**config.mk**
```make
export PLATFORM = sky130hd
export DESIGN_NAME = lq_agen_csadd_pipe
export DESIGN_NICKNAME = d
export VERILOG_FILES = /design/src/rtl/lq_agen_csadd_pkg.sv /design/src/rtl/lq_agen_csadd_pipe_csgrp.sv /design/src/rtl/lq_agen_csadd_pipe.sv
export SDC_FILE = /design/constraint.sdc
export NUM_CORES = 1
export LEC_CHECK = 0
export ABC_AREA = 1
export BUFFER_PORTS_ARGS = -buffer_cell sky130_fd_sc_hd__buf_2
export CAP_MARGIN = 20
export CORE_MARGIN = 2
export CORE_UTILIZATION = 40
export DETAILED_ROUTE_END_ITERATION = 8
export PLACE_DENSITY = 0.55
export SLEW_MARGIN = 40
export SYNTH_ARGS = -nofsm -noshare
export SYNTH_HDL_FRONTEND = slang
export SYNTH_HIERARCHICAL = 1
export SYNTH_SLANG_ARGS = --single-unit
```
**constraint.sdc**
```tcl
create_clock -name clk -period 2.5 [get_ports clk]
set_input_delay 0.5 -clock clk [delete_from_list [all_inputs] [get_ports clk]]
set_output_delay 0.5 -clock clk [all_outputs]
set_load 0.03 [all_outputs]
```
**src/rtl/lq_agen_csadd_pkg.sv**
```systemverilog
// Shared constants and helpers for the LQ carry-select address adder.
// Default geometry, mode32 split point and group-width sanity check.
package lq_agen_csadd_pkg;

  localparam int WIDTH_DEF = 64;
  localparam int GRP_DEF   = 4;
  localparam int M32_BITS  = 32;

  function automatic int ngrp(input int w, input int g);
    return w / g;
  endfunction

  function automatic int split32(input int w);
    return w - M32_BITS;
  endfunction

  function automatic bit grp_ok(input int w, input int g);
    return (g > 0) && (w % g == 0);
  endfunction

endpackage

```
**src/rtl/lq_agen_csadd_pipe_csgrp.sv**
```systemverilog
// One carry-select group: sums for carry-in 0 and 1, group gen/prop.
// Ports: a, b (GRP, bit 0 MSB) -> s0, s1 (GRP), gg, gp.
module lq_agen_csgrp
  import lq_agen_csadd_pkg::*;
#(
  parameter int GRP = GRP_DEF
) (
  input  logic [0:GRP-1] a,
  input  logic [0:GRP-1] b,
  output logic [0:GRP-1] s0,
  output logic [0:GRP-1] s1,
  output logic           gg,
  output logic           gp
);

  logic [0:GRP] t0;

  assign t0 = {1'b0, a} + {1'b0, b};
  assign s0 = t0[1:GRP];
  assign s1 = a + b + GRP'(1);
  assign gg = t0[0];
  assign gp = &(a ^ b);

endmodule

```
**src/rtl/lq_agen_csadd_pipe.sv**
```systemverilog
// Two-stage pipelined carry-select EA adder: ea = base + offset + ci.
// Ports: clk, rst_b, in_* (vld/rdy handshake), out_* (vld/rdy, ea, co).
module lq_agen_csadd_pipe
  import lq_agen_csadd_pkg::*;
#(
  parameter int WIDTH = WIDTH_DEF,
  parameter int GRP   = GRP_DEF
) (
  input  logic             clk,
  input  logic             rst_b,
  input  logic             in_vld,
  output logic             in_rdy,
  input  logic [0:WIDTH-1] in_base,
  input  logic [0:WIDTH-1] in_offset,
  input  logic             in_ci,
  input  logic             in_mode32,
  output logic             out_vld,
  input  logic             out_rdy,
  output logic [0:WIDTH-1] out_ea,
  output logic             out_co
);

  localparam int NGRP  = ngrp(WIDTH, GRP);
  localparam int SPLIT = split32(WIDTH);
  localparam int G32   = (WIDTH >= 64) ? SPLIT / GRP : 0;

  if (!grp_ok(WIDTH, GRP)) begin : g_bad_grp
    $error("WIDTH must be a multiple of GRP");
  end

  logic [0:WIDTH-1] s0_n, s1_n, s0_a, s1_a;
  logic [0:NGRP-1]  gg_n, gp_n, gg_a, gp_a;
  logic             ci_a, m32_a, vld_a;
  logic [0:NGRP-1]  cc, cin;
  logic [0:WIDTH-1] sum, ea_n;
  logic             co_n, adv_b, acc;

  assign adv_b  = vld_a & (~out_vld | out_rdy);
  assign in_rdy = ~vld_a | adv_b;
  assign acc    = in_vld & in_rdy;

  for (genvar g = 0; g < NGRP; g++) begin : g_grp
    lq_agen_csgrp #(.GRP(GRP)) u_grp (
      .a  (in_base[g*GRP +: GRP]),
      .b  (in_offset[g*GRP +: GRP]),
      .s0 (s0_n[g*GRP +: GRP]),
      .s1 (s1_n[g*GRP +: GRP]),
      .gg (gg_n[g]),
      .gp (gp_n[g])
    );
    if (g == NGRP - 1) begin : g_lsb
      assign cin[g] = ci_a;
    end else begin : g_up
      assign cin[g] = cc[g+1];
    end
    assign sum[g*GRP +: GRP] = cin[g] ? s1_a[g*GRP +: GRP]
                                      : s0_a[g*GRP +: GRP];
  end

  // cc[g] is the carry out of group g (group 0 holds the MSBs).
  if (NGRP > 8) begin : g_prefix
    // Kogge-Stone over LSB-first indices, ci folded into position 0.
    always_comb begin
      logic [NGRP-1:0] gk, pk, gn, pn;
      for (int i = 0; i < NGRP; i++) begin
        gk[i] = gg_a[NGRP-1-i];
        pk[i] = gp_a[NGRP-1-i];
      end
      gk[0] = gk[0] | (pk[0] & ci_a);
      for (int d = 1; d < NGRP; d = d * 2) begin
        gn = gk;
        pn = pk;
        for (int i = d; i < NGRP; i++) begin
          gn[i] = gk[i] | (pk[i] & gk[i-d]);
          pn[i] = pk[i] & pk[i-d];
        end
        gk = gn;
        pk = pn;
      end
      cc = '0;
      for (int i = 0; i < NGRP; i++) begin
        cc[NGRP-1-i] = gk[i];
      end
    end
  end else begin : g_ripple
    always_comb begin
      logic c;
      c  = ci_a;
      cc = '0;
      for (int g = NGRP - 1; g >= 0; g--) begin
        c     = gg_a[g] | (gp_a[g] & c);
        cc[g] = c;
      end
    end
  end

  if (WIDTH >= 64) begin : g_m32
    if (SPLIT % GRP != 0) begin : g_bad_split
      $error("mode32 split must fall on a group boundary");
    end
    assign ea_n = m32_a ? {{SPLIT{1'b0}}, sum[SPLIT:WIDTH-1]} : sum;
    assign co_n = m32_a ? cc[G32] : cc[0];
  end else begin : g_no_m32
    logic unused_m32;
    assign unused_m32 = m32_a;
    assign ea_n = sum;
    assign co_n = cc[0];
  end

  always_ff @(posedge clk or negedge rst_b) begin
    if (!rst_b) begin
      vld_a <= 1'b0;
      s0_a  <= '0;
      s1_a  <= '0;
      gg_a  <= '0;
      gp_a  <= '0;
      ci_a  <= 1'b0;
      m32_a <= 1'b0;
    end else if (acc) begin
      vld_a <= 1'b1;
      s0_a  <= s0_n;
      s1_a  <= s1_n;
      gg_a  <= gg_n;
      gp_a  <= gp_n;
      ci_a  <= in_ci;
      m32_a <= in_mode32;
    end else if (adv_b) begin
      vld_a <= 1'b0;
    end
  end

  always_ff @(posedge clk or negedge rst_b) begin
    if (!rst_b) begin
      out_vld <= 1'b0;
      out_ea  <= '0;
      out_co  <= 1'b0;
    end else if (adv_b) begin
      out_vld <= 1'b1;
      out_ea  <= ea_n;
      out_co  <= co_n;
    end else if (out_rdy) begin
      out_vld <= 1'b0;
    end
  end

endmodule
```
# == After elaboration in Yosys (flattened, before gate mapping) ==
# Index checks and enable logic that the tools add are counted.
# totals
ff_bits,229
output_inout_bits,67
wordCells,254
inputBits,134
# classes
bitwise,156
n_reduce_logical,18
add_sub_neg,48
mux,22
# op_table
operator,n
1-bit bitwise AND,86
4-bit by 4-bit adder with 5-bit output,16
4-bit by 1-bit adder with 4-bit output (second input constant),16
4-bit adder,16
4-bit two-way mux,16
64-bit two-way mux,1
4-bit AND reduction,16
4-bit XOR,16
1-bit OR,52
1-bit two-way mux,5
2-bit nonzero test,2
1-bit inverter,2

# == Logic depth before layout (Yosys ltp) ==
# logic_depth
depth_word,11
depth_mapped,13
depth_no_buf,11

# == Modules after synthesis ==
# Netlist, hierarchy kept.
# by_module_without_submodules
module,instances,cells_per_inst,area_per_inst_um2,seq_area_each_um2
lq_agen_csadd_pipe,1,1081,9905.8,5730.5
lq_agen_csgrp,16,35,245.2,0.0

# == Least setup slack after synthesis ==
# No wires, ideal clock.
# synth_path
path_kind,register to register
from,reg out_vld
to,reg gg_a[2] in the netlist's numbering
setup_time_ns,0.125
slack_ns,0.632
synth_period_minus_slack_ns,1.868
path_buffers,2
path_stages_with_launch,6
t_required_ns,2.375
arrival_ns,1.743
cell_sequence,dfrtp_1 nand3_1 nand2_1 buf_2 buf_2 mux2_2
# synth_between
elab_chain_cells,5
# synth_lines
element,line_no,rtl
from (decl),lq_agen_csadd_pipe.sv:17,"output logic out_vld,"
from (signal assigned),lq_agen_csadd_pipe.sv:134,out_vld <= 1'b0;
from (signal assigned),lq_agen_csadd_pipe.sv:138,out_vld <= 1'b1;
from (signal assigned),lq_agen_csadd_pipe.sv:142,out_vld <= 1'b0;
1-bit inverter,lq_agen_csadd_pipe.sv:38,assign adv_b = vld_a & (~out_vld | out_rdy);
1-bit OR,lq_agen_csadd_pipe.sv:38,
1-bit bitwise AND,lq_agen_csadd_pipe.sv:38,
1-bit OR,lq_agen_csadd_pipe.sv:39,assign in_rdy = ~vld_a | adv_b;
via in_rdy,lq_agen_csadd_pipe.sv:12,"output logic in_rdy,"
1-bit bitwise AND,lq_agen_csadd_pipe.sv:40,assign acc = in_vld & in_rdy;
to (signal assigned),lq_agen_csadd_pipe.sv:123,gg_a <= gg_n;
to (decl),lq_agen_csadd_pipe.sv:32,"logic [0:NGRP-1] gg_n, gp_n, gg_a, gp_a;"
# The timed path passes the listed nets, and every way through them passes these cells.
# A chain may end at the register's enable or synchronous reset.

# == Final worst setup path ==
# layout_path
from,reg ci_a
to,reg out_ea[19] in the netlist's numbering
# layout_between
elab_chain_cells,8
# layout_lines
element,line_no,rtl
from (decl),lq_agen_csadd_pipe.sv:33,"logic ci_a, m32_a, vld_a;"
from (signal assigned),lq_agen_csadd_pipe.sv:125,ci_a <= in_ci;
1-bit bitwise AND,lq_agen_csadd_pipe.sv:69,gk[0] = gk[0] | (pk[0] & ci_a);
1-bit OR,lq_agen_csadd_pipe.sv:69,
1-bit bitwise AND,lq_agen_csadd_pipe.sv:74,gn[i] = gk[i] | (pk[i] & gk[i-d]);
1-bit OR,lq_agen_csadd_pipe.sv:74,
1-bit bitwise AND,lq_agen_csadd_pipe.sv:74,
1-bit OR,lq_agen_csadd_pipe.sv:74,
4-bit two-way mux,lq_agen_csadd_pipe.sv:56,assign sum[g*GRP +: GRP] = cin[g] ? s1_a[g*GRP +: GRP]
64-bit two-way mux,lq_agen_csadd_pipe.sv:101,"assign ea_n = m32_a ? {{SPLIT{1'b0}}, sum[SPLIT:WIDTH-1]} : sum;"
to (signal assigned),lq_agen_csadd_pipe.sv:139,out_ea <= ea_n;
to (decl),lq_agen_csadd_pipe.sv:19,"output logic [0:WIDTH-1] out_ea,"
# Every way passes these cells.

==> qor.yml <==
cellPowerDensity_nw_per_um2: 814.9
post-route-cell-area_um2: 16110
yosysMostFrequentCell: "sky130_fd_sc_hd__nand2_1"
totalNegativeSetupSlack_ns: 0
floorplan.core_area_um2: 34290
worst_ep_required_time_ns: 2.93
antenna_found_initial: 0
cts.sink_count: 229
drc: 0
cell_types_with_the_largest_area_share_after_synthesis: "sky130_fd_sc_hd__dfrtp_1 (41%), sky130_fd_sc_hd__nand2_1 (9.5%), sky130_fd_sc_hd__inv_1 (7.5%)"
worstHoldStart: "in_ci"
drt_first_pass_iters: 5
route.detailed.wl_per_inst_um: 13.96
synth_seq_area_share: 0.4144
num_antenna_cells: 0
finalHoldWorstSlack_ns: 0.2178
cts.reportedPaths.clkPinSlew_ns: 0.06
worst_pin_slew_ns: 0.5687
die_w_um: 189.9
synthesis.instances: 1641
total_leakage_power_nw: 8.729
initial_utilization: 0.4033
tritoncts: "yes"
r2r_end: "out_ea[19]$_DFFE_PN0P_"
timing.critical_path.to_type: "flip-flop"
grt_overflow_total: 0
synth_area_um2: 13830
grt_first_pass_wirelength_um: 53850
yosys.area.top_type: "sky130_fd_sc_hd__dfrtp_1"
grt_start_max_net_pins: 74
synth_cell_types: 25
clock_tree.buffer_depth: 3
placement.cell_area_um2: 15230
layout-drive-gt1-share: 0.1963
maxCapViolCount: 0
viasPerCell: 4.706
shortest_period_the_worst_path_allows_ns: 1.951
numPortBuffers: 200
routed_wirelength_um: 32100
syn_avg_cell_area_um2: 8.427
worstPathMaxFanout: 11
ys_warn_count: 6
timing.final.max_slew_violations: 0
timing.hold.worst_endpoint: "ci_a$_DFFE_PN0P_"
timing_hold_violations_final: 0
netlist_top_cells_count: "sky130_fd_sc_hd__nand2_1 (351), sky130_fd_sc_hd__inv_1 (277), sky130_fd_sc_hd__dfrtp_1 (229)"
holdCritPathClass: "in -> reg"
clock-skew-final_ns: 0.008967
clock.fmax_mhz: 512.5
gp_routability_congestion: 0.8373
setup_violations: 0
dieArea_um2: 36080
grt_use_total: 0.1822
synth_flop_cell: "sky130_fd_sc_hd__dfrtp_1"
number_of_global_route_vias_before_repair: 10780
postRouteAntennaNets: 0
hold-path-cell-count: 2
boundaryPins: 201
vias: 10820
fin_crit_sh: 0.7804
postSynth.asyncResetShare: 1.000
critical_path_class: "reg -> reg"
max_slew_margin: 0.6209
num_rows: 68
ff2ff_path_depth: 11
r2r-start: "ci_a$_DFFE_PN0P_"
arrival_ns: 2.38
setup.worst_path.start_class: "flip-flop"
r2r_slack_ns: 0.55
postCtsSetupRepairBufs: 0
irDropWorstVdd_uv: 540.8
insertion_delay_ns: 0.54
run_status: "complete, no violations"
cts_htree_levels: 1
cts-root-buf: "sky130_fd_sc_hd__clkbuf_16"
synth-edff-count: 0
layout_overhead_on_the_synthesized_area_pct: 16.48
floorplan.die.height_um: 189.9
yosysTopAreaCellShare: 0.4144
final_standard_cell_utilization_of_the_core: 0.4698
cts_inserted_buffers: 26
ys_seq_elements: 229
postSynthNetCount: 1887
rsz0062_at_grt: "false"
drt_iter0_drc: 564
final_net_count: 2072
dp.final_hpwl_um: 24320
## placed cells by master (no fill, tap or decap), drive strengths merged, types with 6 or more instances in the layout
cell    instances
buf           216
nor2          139
inv           277
dfrtp         229
xnor2          16
clkbuf         36
a21oi         184
clkinv          6
ha             80
xor2           16
o21ai          40
nand3         127
nand2         374
fa             32
mux2           62
## metrics by stage
| step | cells | worst slack, ns | total power [mW] |
|---|---|---|---|
| finish | 2299 | 0.5490 | 13.13 |
| CTS | 2299 | 0.5321 | 13.32 |
| global route | 2299 | 0.2963 | 14.01 |
| detailed placement | 2252 | 0.5541 | 9.339 |
| global placement | 2252 | 0.5815 | 9.263 |
| floorplan | 1641 | 0.6321 | 8.004 |
## power by group
group	total, mW	internal (mW)	switching (mW)
clock	3.91	2.36	1.55
sequential	5.08	4.61	0.465
combinational	4.14	1.42	2.72
total	13.1	8.40	4.73
## critical path: stages, from the launching register on
cell and delay, ns:
sky130_fd_sc_hd__dfrtp_1 0.50, sky130_fd_sc_hd__nand2_2 0.09, sky130_fd_sc_hd__nand2_2 0.19, sky130_fd_sc_hd__nand2_1 0.13, sky130_fd_sc_hd__nand2_4 0.12, sky130_fd_sc_hd__nand2_1 0.08, sky130_fd_sc_hd__nand2_2 0.21, sky130_fd_sc_hd__nand2_1 0.22
sky130_fd_sc_hd__nand2_2 0.14, sky130_fd_sc_hd__nand2_1 0.05, sky130_fd_sc_hd__nand3_1 0.06, sky130_fd_sc_hd__nand2_1 0.05
## area by class of cell
cell class,instances,area (um2)
fill,3383,18180
multi-input combinational,1075,6686
sequential,229,5731
timing repair buffer,217,1216
inverter,277,1040
clock buffer,36,739.5
tap,455,569.3
clock inverter,10,127.6
## flip-flops by register name (all words and copies together), names as in the netlist
signal,cells
out_ea,64
vld_a,1
s0_a,64
out_vld,1
ci_a,1
s1_a,64
gg_a,16
out_co,1
gp_a,16
m32_a,1
## worst max path at each step
stage / from / endpoint / slack (ns)
6_report: ci_a$_DFFE_PN0P_ / out_ea[19]$_DFFE_PN0P_ / 0.55
5_1_grt: ci_a$_DFFE_PN0P_ / out_ea[18]$_DFFE_PN0P_ / 0.30
4_1_cts: ci_a$_DFFE_PN0P_ / out_ea[17]$_DFFE_PN0P_ / 0.53
3_5_place_dp: ci_a$_DFFE_PN0P_ / out_ea[17]$_DFFE_PN0P_ / 0.55
3_3_place_gp: ci_a$_DFFE_PN0P_ / out_ea[19]$_DFFE_PN0P_ / 0.58
2_1_floorplan: out_vld$_DFFE_PN0P_ / gg_a[2]$_DFFE_PN0P_ / 0.63
## cell families after synthesis
family	synth area share
buf+inv	0.1034
flops	0.4144
compound gates	0.09491
fa+ha+maj	0.1187
simple gates	0.1979
mux	0.05048
xor+xnor	0.02027
## per-layer routing
layer	global-route usage	part of all wire	up-vias
met2	0.3032	0.47	187
met3	0.02251	0.042	32
met1	0.2576	0.47	5107
met4	0.03399	0.015	0
met5	0	0	-
li1	-	-	5493
## repair_timing
item,CTS,global route
hold buffers,1,0
gates resized for setup,0,0
endpoints found under the hold margin,48,0
No activity file was read; power rests on OpenSTA's default activity.
